[config.mk]
export PLATFORM = sky130hd
export DESIGN_NAME = pwm_adc_scan_ctrl
export DESIGN_NICKNAME = d
export VERILOG_FILES = /design/src/rtl/pwm_adc_scan_ctrl.sv
export SDC_FILE = /design/constraint.sdc
export NUM_CORES = 1
export LEC_CHECK = 0
export ABC_AREA = 0
export ABC_CLOCK_PERIOD_IN_PS = 2400
export CAP_MARGIN = 10
export CORE_MARGIN = 5
export CORE_UTILIZATION = 52
export DETAILED_ROUTE_END_ITERATION = 10
export PLACE_DENSITY = 0.89
export SYNTH_ARGS = -nofsm -noshare
export SYNTH_HDL_FRONTEND = slang
export SYNTH_SLANG_ARGS = --single-unit
[constraint.sdc]
create_clock -name clk_i -period 2.4 [get_ports clk_i]
set_input_delay 0.36 -clock clk_i [delete_from_list [all_inputs] [get_ports clk_i]]
set_output_delay 0.36 -clock clk_i [all_outputs]
set_load 0.02 [all_outputs]
[src/rtl/pwm_adc_scan_ctrl.sv]
// Scan controller sharing one ramp ADC across NCH LVDS comparator channels.
// Each enabled channel gets a settle window, a bounded conversion and a handshaked result.
module pwm_adc_scan_ctrl #(
  parameter int NBITS       = 8,
  parameter int NCH         = 4,
  parameter int SETTLE_CYC  = 16,
  parameter int TIMEOUT_CYC = 1024,
  localparam int CHW        = (NCH > 1) ? $clog2(NCH) : 1
) (
  input  logic             clk_i,
  input  logic             rst_i,
  input  logic             start_i,
  input  logic             continuous_i,
  input  logic [NCH-1:0]   ch_mask_i,
  output logic             adc_enable_o,
  output logic [CHW-1:0]   adc_ch_sel_o,
  input  logic [NBITS-1:0] adc_value_i,
  input  logic             adc_valid_i,
  output logic [NBITS-1:0] result_o,
  output logic [CHW-1:0]   result_ch_o,
  output logic             result_err_o,
  output logic             result_valid_o,
  input  logic             result_ready_i,
  output logic             busy_o,
  output logic             done_o
);

  // state    | meaning
  // S_IDLE   | waiting for start_i
  // S_SETTLE | mux switched, ADC disabled, settle timer running
  // S_CONVERT| ADC enabled, waiting for adc_valid_i or timeout
  // S_OUTPUT | result presented until result_ready_i
  typedef enum logic [1:0] {
    S_IDLE    = 2'd0,
    S_SETTLE  = 2'd1,
    S_CONVERT = 2'd2,
    S_OUTPUT  = 2'd3
  } state_t;

  localparam int CNT_MAX = (SETTLE_CYC > TIMEOUT_CYC) ? SETTLE_CYC : TIMEOUT_CYC;
  localparam int CW      = $clog2(CNT_MAX + 1);
  localparam logic [CW-1:0] SETTLE_LOAD  = CW'(SETTLE_CYC - 1);
  localparam logic [CW-1:0] TIMEOUT_LOAD = CW'(TIMEOUT_CYC - 1);

  state_t           state, state_nxt;
  logic [CW-1:0]    cnt, cnt_nxt;
  logic [NCH-1:0]   scan_mask, scan_mask_nxt;
  logic [CHW-1:0]   ch_sel, ch_sel_nxt;
  logic [NBITS-1:0] result, result_nxt;
  logic [CHW-1:0]   result_ch, result_ch_nxt;
  logic             result_err, result_err_nxt;
  logic             done_q, done_nxt;
  logic             done_xfer;

  function automatic logic [CHW-1:0] lowest_bit(input logic [NCH-1:0] m);
    logic [CHW-1:0] idx;
    idx = '0;
    for (int i = NCH - 1; i >= 0; i--) begin
      if (m[i]) idx = CHW'(i);
    end
    return idx;
  endfunction

  function automatic logic has_above(input logic [NCH-1:0] m, input logic [CHW-1:0] cur);
    logic found;
    found = 1'b0;
    for (int i = 0; i < NCH; i++) begin
      if (m[i] && (i > int'(cur))) found = 1'b1;
    end
    return found;
  endfunction

  function automatic logic [CHW-1:0] next_above(input logic [NCH-1:0] m,
                                                input logic [CHW-1:0] cur);
    logic [CHW-1:0] idx;
    idx = cur;
    for (int i = NCH - 1; i >= 0; i--) begin
      if (m[i] && (i > int'(cur))) idx = CHW'(i);
    end
    return idx;
  endfunction

  always_ff @(posedge clk_i) begin
    if (rst_i) begin
      state      <= S_IDLE;
      cnt        <= '0;
      scan_mask  <= '0;
      ch_sel     <= '0;
      result     <= '0;
      result_ch  <= '0;
      result_err <= 1'b0;
      done_q     <= 1'b0;
    end else begin
      state      <= state_nxt;
      cnt        <= cnt_nxt;
      scan_mask  <= scan_mask_nxt;
      ch_sel     <= ch_sel_nxt;
      result     <= result_nxt;
      result_ch  <= result_ch_nxt;
      result_err <= result_err_nxt;
      done_q     <= done_nxt;
    end
  end

  always_comb begin
    state_nxt      = state;
    cnt_nxt        = cnt;
    scan_mask_nxt  = scan_mask;
    ch_sel_nxt     = ch_sel;
    result_nxt     = result;
    result_ch_nxt  = result_ch;
    result_err_nxt = result_err;
    done_nxt       = 1'b0;
    done_xfer      = 1'b0;

    unique case (state)
      S_IDLE: begin
        if (start_i) begin
          scan_mask_nxt = ch_mask_i;
          if (|ch_mask_i) begin
            state_nxt  = S_SETTLE;
            ch_sel_nxt = lowest_bit(ch_mask_i);
            cnt_nxt    = SETTLE_LOAD;
          end else begin
            done_nxt = 1'b1;
          end
        end
      end

      S_SETTLE: begin
        if (cnt == '0) begin
          state_nxt = S_CONVERT;
          cnt_nxt   = TIMEOUT_LOAD;
        end else begin
          cnt_nxt = cnt - CW'(1);
        end
      end

      S_CONVERT: begin
        // A strobe on the final timeout cycle still counts as a real result.
        if (adc_valid_i) begin
          state_nxt      = S_OUTPUT;
          result_nxt     = adc_value_i;
          result_ch_nxt  = ch_sel;
          result_err_nxt = 1'b0;
          cnt_nxt        = '0;
        end else if (cnt == '0) begin
          state_nxt      = S_OUTPUT;
          result_nxt     = '1;
          result_ch_nxt  = ch_sel;
          result_err_nxt = 1'b1;
        end else begin
          cnt_nxt = cnt - CW'(1);
        end
      end

      S_OUTPUT: begin
        if (result_ready_i) begin
          if (has_above(scan_mask, ch_sel)) begin
            state_nxt  = S_SETTLE;
            ch_sel_nxt = next_above(scan_mask, ch_sel);
            cnt_nxt    = SETTLE_LOAD;
          end else begin
            done_xfer = 1'b1;
            if (continuous_i) begin
              scan_mask_nxt = ch_mask_i;
              if (|ch_mask_i) begin
                state_nxt  = S_SETTLE;
                ch_sel_nxt = lowest_bit(ch_mask_i);
                cnt_nxt    = SETTLE_LOAD;
              end else begin
                state_nxt = S_IDLE;
              end
            end else begin
              state_nxt = S_IDLE;
            end
          end
        end
      end

      default: state_nxt = S_IDLE;
    endcase
  end

  assign adc_enable_o   = (state == S_CONVERT);
  assign adc_ch_sel_o   = ch_sel;
  assign result_o       = result;
  assign result_ch_o    = result_ch;
  assign result_err_o   = result_err;
  assign result_valid_o = (state == S_OUTPUT);
  assign busy_o         = (state != S_IDLE);
  // End-of-pass done coincides with the final transfer; an empty-mask start uses the registered pulse.
  assign done_o         = done_q | done_xfer;

endmodule
==> metrics.yaml, run 1 <==
synth_area_um2: 1860
synth_ff_type: "dfxtp_1"
num_rows: 21
hp-class: "reg -> reg"
dp_hpwl_um: 3720
grt_util_met3: 0.0560
clock-skew-final_ns: 0.00682
track_usage: 0.206
cts_buffer_depth: 2
ir_drop_mv: 0.566
numCtsBuffers: 5
syn_nets: 235
clk_pin_slew_ns: 0.09
placed_cells: 290
cts_max_level: 2
grt_max_degree: 19
grt.overflow.total: 0
start_kind: "register"
die_x_um: 69.9
worstMarginPinSlew_ns: 0.613
path_max_fanout: 7
die_h_um: 69.9
max-cap-violations: 0
grt_pass1_wl_um: 8330
fin_crit_sh: 0.967
ys_ff_latch: 30
rsz0062_at_grt: "no"
grt_pass1_vias: 1775
finalNonFillerCells: 297
multiInputGateArea_um2: 1180
slew_violations: 0
clock-sinks: 30
cp.required_ns: 2.04
ys_seq_area_frac: 0.322
power-per-cell-area_nw_per_um2: 1110
synth_edf_count: 0
gp_congestion: 0.907
final_hold_viol_count: 0
dr_total_vias: 1886
post_cts_resized: 0
tritoncts: "yes"
nets: 276
drt_pass1_iterations: 5
port_buffers: 34
core_um2: 3390
yosysWarningCount: 0
pin_count: 35
use_met1: 0.262
post_cts_buffers: 0
wl_per_cell_um: 16.8
end_kind: "primary output"
synth.distinct_cells: 61
die_area_um2: 4880
setup-tns-final_ns: 0
period_needed_ns: 2.32
antenna_cells: 0
area_delta_synth_final_pct: 25.2
outcome: "finished, final reports clean"
fillCellCount: 271
postCtsHoldBufs: 0
remaining_drc_errors: 0
leakage_nw: 0.914
seqCellArea_um2: 601
async_flop_share: 0
clock.fmax_mhz: 431
cp.arrival_ns: 1.96
synth_cells: 210
drtIter0Drc: 159
met2_usage: 0.325
cts_root_buffer: "clkbuf_4"
drive_gt1_frac: 0.139
worstSetupPathType: "reg -> out"
setup_viol: 0
slew_headroom: 0.588
ant_nets: 0
top_usage_layer: "met2"
insertion_delay_ns: 0.32
avgSynthCellArea_um2: 8.87
vias_per_cell: 6.35
wl_um: 5000
antenna_found_initial: 0
start_util: 0.550
[critical path, cell delays in order, from the launching register on]
cell	delay (ns)
dfxtp_1	0.39
nor2b_1	0.32
o21bai_1	0.14
a41o_1	0.25
clkdlybuf4s50_1	0.53
[cell families after synthesis]
logic type               count (synthesis)  share of synthesized area
multiplexers                             6                     0.0322
XOR/XNOR                                 2                    0.00940
buffers and inverters                   20                     0.0457
AO/OA/AOI/OAI                           72                      0.330
AND/OR/NAND/NOR                         73                      0.214
adder cells (fa/ha/maj)                  7                     0.0470
flip-flops                              30                      0.322
[placed cells by master, fill, tap and decap left out, types with 6 or more instances in the layout]
master            n
nand2_1          19
clkdlybuf4s50_1  34
o221a_2           8
dfxtp_1          30
ha_1              7
nor2_1           17
mux2i_1           6
nor3_1            6
buf_4             9
inv_1            10
o21ai_0           9
[area by class of cell]
cell class                 count  share of cell area
sequential                    30               0.258
tap                           46              0.0247
clock inverter                 2             0.00429
inverter                      11              0.0177
clock buffer                   5              0.0161
timing repair buffer          43               0.175
multi-input combinational    160               0.505
[metrics by stage]
step           cell area (um^2)  hold slack (ns)  power, W  setup WS [ns]   util
2_1_floorplan              1860            0.438   0.00181          0.331      -
3_3_place_gp               2280            0.464   0.00226          0.178  0.674
3_5_place_dp               2280            0.481   0.00230          0.146  0.674
4_1_cts                    2330            0.504   0.00258         0.0993  0.688
5_1_grt                    2330            0.526   0.00278         0.0148  0.688
6_report                   2330            0.506   0.00259         0.0798  0.688
[power by group]
group          internal [W]  leakage [nW]  switching, W  total (W)
logic              0.000674         0.638      0.000855    0.00153
clock network      0.000105        0.0308      0.000170   0.000275
registers          0.000629         0.245      0.000159   0.000788
[routing by layer]
layer  up-vias  share of wire
met5         -              0
met3         8          0.091
met2       113           0.44
met1       869           0.45
met4         0          0.017
li1        896              -
[synth_stat cells, types with 4 or more instances]
master	instances	share of area
o21ai_0	9	0.024
nor3_1	6	0.016
nand3_1	5	0.013
clkbuf_1	6	0.012
mux2i_1	6	0.032
dfxtp_1	30	0.32
nor2_1	17	0.034
inv_1	10	0.020
nand2_1	19	0.038
o221a_2	8	0.048
a21oi_1	5	0.013
o21bai_1	4	0.016
ha_1	7	0.047
a211oi_1	4	0.016
[flip-flops by register name, summed over array words and instances (netlist names)]
name / flops
adc_ch_sel_o: 2
cnt: 11
done_q: 1
result_ch_o: 2
result_err_o: 1
result_o: 8
scan_mask: 3
state: 2
[worst paths after layout]
path	startpoint	to	slack (ns)	cells past startpoint
setup / recovery	adc_ch_sel_o[1]$_SDFFE_PP0P_	done_o	0.08	4
hold / removal	scan_mask[1]$_SDFFE_PP0P_	scan_mask[1]$_SDFFE_PP0P_	0.51	2
setup reg to reg	cnt[0]$_SDFFE_PP0P_	cnt[10]$_SDFFE_PP0P_	0.13	7
hold reg to reg	scan_mask[1]$_SDFFE_PP0P_	scan_mask[1]$_SDFFE_PP0P_	0.51	2
(Power assumes the default switching activity.)
==> inputs of run 2 (changes only) <==
--- a/config.mk
+++ b/config.mk
@@ -7,11 +7,12 @@
 export LEC_CHECK = 0
 export ABC_AREA = 0
 export ABC_CLOCK_PERIOD_IN_PS = 2400
-export CAP_MARGIN = 10
 export CORE_MARGIN = 5
 export CORE_UTILIZATION = 52
 export DETAILED_ROUTE_END_ITERATION = 10
+export HOLD_SLACK_MARGIN = 0.06
 export PLACE_DENSITY = 0.89
+export RECOVER_POWER = 25
 export SYNTH_ARGS = -nofsm -noshare
 export SYNTH_HDL_FRONTEND = slang
 export SYNTH_SLANG_ARGS = --single-unit
==> run 2 against run 1 <==
Against the previous run:
- worst setup slack gained 0.016 ns
- non-clock buffer count is the same
- cell area shrank 0.16%
- clock-buffer cell count is the same
- cell count is the same
- hold slack is essentially flat
- via count grew 0.16%
- core utilization shrank 0.11 points
- critical path type unchanged
- clock skew shrank 0.00076 ns
- first-iteration DRC count shrank 3.1%
- sequential share of layout area is essentially flat
- critical path depth shrank 1
- highest routed layer unchanged
==> metrics.yaml, run 2 (synthesis results as in run 1) <==
worstSetupPathType: "reg -> out"
port_buffers: 34
power-per-cell-area_nw_per_um2: 1110
cp.required_ns: 2.04
layout_common_cells: "dfxtp_1 (30), clkdlybuf4s50_1 (24), nand2_1 (19)"
multiInputGateArea_um2: 1180
top_usage_layer: "met2"
grt_max_degree: 19
met2_usage: 0.325
drive_gt1_frac: 0.135
final_common_cell: "dfxtp_1"
gp_congestion: 0.907
grt_pass1_vias: 1775
antenna_cells: 0
antenna_found_initial: 0
dp_hpwl_um: 3720
p_seq_frac: 0.306
leakage_nw: 0.944
cts_buffer_depth: 2
num_rows: 21
cp.arrival_ns: 1.94
start_kind: "register"
rsz0062_at_grt: "no"
cp_slowest_cell: "clkdlybuf4s50_1"
cts_max_level: 2
comb_power_share: 0.588
cts_root_buffer: "clkbuf_4"
end_kind: "primary output"
clock-sinks: 30
slew_headroom: 0.600
clk_pin_slew_ns: 0.09
largest_reg_flops: 11
largest-register: "cnt"
nets: 276
max_stage_delay_ns: 0.60
seqCellArea_um2: 601
ant_nets: 0
clock-skew-final_ns: 0.00605
sw_frac_of_total: 0.459
area_delta_synth_final_pct: 25.0
setup_viol: 0
die_h_um: 69.9
ir_drop_mv: 0.567
remaining_drc_errors: 0
worstMarginPinSlew_ns: 0.597
path_max_fanout: 8
start_util: 0.550
wl_per_cell_um: 16.7
track_usage: 0.206
die_area_um2: 4880
die_x_um: 69.9
max-cap-violations: 0
hp-class: "reg -> reg"
final_hold_viol_count: 0
period_needed_ns: 2.30
tritoncts: "yes"
clock.fmax_mhz: 434
clkPwrFrac: 0.107
insertion_delay_ns: 0.33
post_cts_buffers: 0
crit_chain: "o21bai_1, a41o_1, clkdlybuf4s50_1"
dr_total_vias: 1889
drt_pass1_iterations: 4
intPower_w: 0.00140
outcome: "finished, final reports clean"
layout_setup_ws_ns: 0.0955
grt_util_met3: 0.0560
post_cts_resized: 0
fin_crit_sh: 0.960
grt.overflow.total: 0
vias_per_cell: 6.36
net-switching-power_w: 0.00118
pin_count: 35
fillCellCount: 271
postCtsHoldBufs: 0
grt_pass1_wl_um: 8330
core_um2: 3390
wl_um: 4970
slew_violations: 0
use_met1: 0.262
setup-tns-final_ns: 0
numCtsBuffers: 5
dp_slack_ns: 0.146
drtIter0Drc: 154
-- run 2: changes by cell type in the layout (fill, tap and decap cells not counted), sizes merged --
cell / change
dlygate4sd3: +10
buf: -1
clkbuf: +1
clkdlybuf4s50: -10
-- run 2: worst max-delay path, delay by kind of cell, from the launching register on --
family	cells	cell delay [ns]
AOI/OAI and AO/OA	2	0.64
buffers and inverters	1	0.60
DFF	1	0.39
-- run 2: final cells by class --
type / instances / share of cell area
multi-input cells: 160 / 0.506
well taps: 46 / 0.0247
repair buffers: 43 / 0.174
inverters: 11 / 0.0177
flip-flops and latches: 30 / 0.258
clock buffers: 5 / 0.0161
clock inverters: 2 / 0.00430
-- run 2: power by group through the flow --
stage,registers (W),clock network [W],logic (W)
after CTS,0.000784,0.000282,0.00151
after global routing,0.000812,0.000308,0.00165
final,0.000788,0.000275,0.00151
after global placement,0.000787,0,0.00147
after floorplan,0.000788,0,0.00102
after detailed placement,0.000795,0,0.00150
-- run 2: metrics by stage --
stage	cell area, um^2	utilization	total power, W	hold slack (ns)	instances
final	2330	0.687	0.00258	0.506	297
after global routing	2330	0.687	0.00277	0.526	297
after CTS	2330	0.688	0.00258	0.504	297
after detailed placement	2280	0.674	0.00230	0.481	290
after global placement	2280	0.674	0.00226	0.464	290
after floorplan	1860	-	0.00181	0.438	210
-- run 2: path summary, 6_finish.rpt --
kind | cells past startpoint | slack (ns) | startpoint | to
hold reg to reg | 2 | 0.51 | scan_mask[1]$_SDFFE_PP0P_ | scan_mask[1]$_SDFFE_PP0P_
setup reg to reg | 7 | 0.13 | cnt[0]$_SDFFE_PP0P_ | cnt[10]$_SDFFE_PP0P_
hold / removal | 2 | 0.51 | scan_mask[1]$_SDFFE_PP0P_ | scan_mask[1]$_SDFFE_PP0P_
setup / recovery | 3 | 0.1 | scan_mask[3]$_SDFFE_PP0P_ | done_o
-- run 2: per-layer routing --
layer / part of all wire / wire length, um
met1: 0.45 / 2250
met2: 0.44 / 2190
met3: 0.089 / 441
met4: 0.018 / 91
met5: 0 / 0
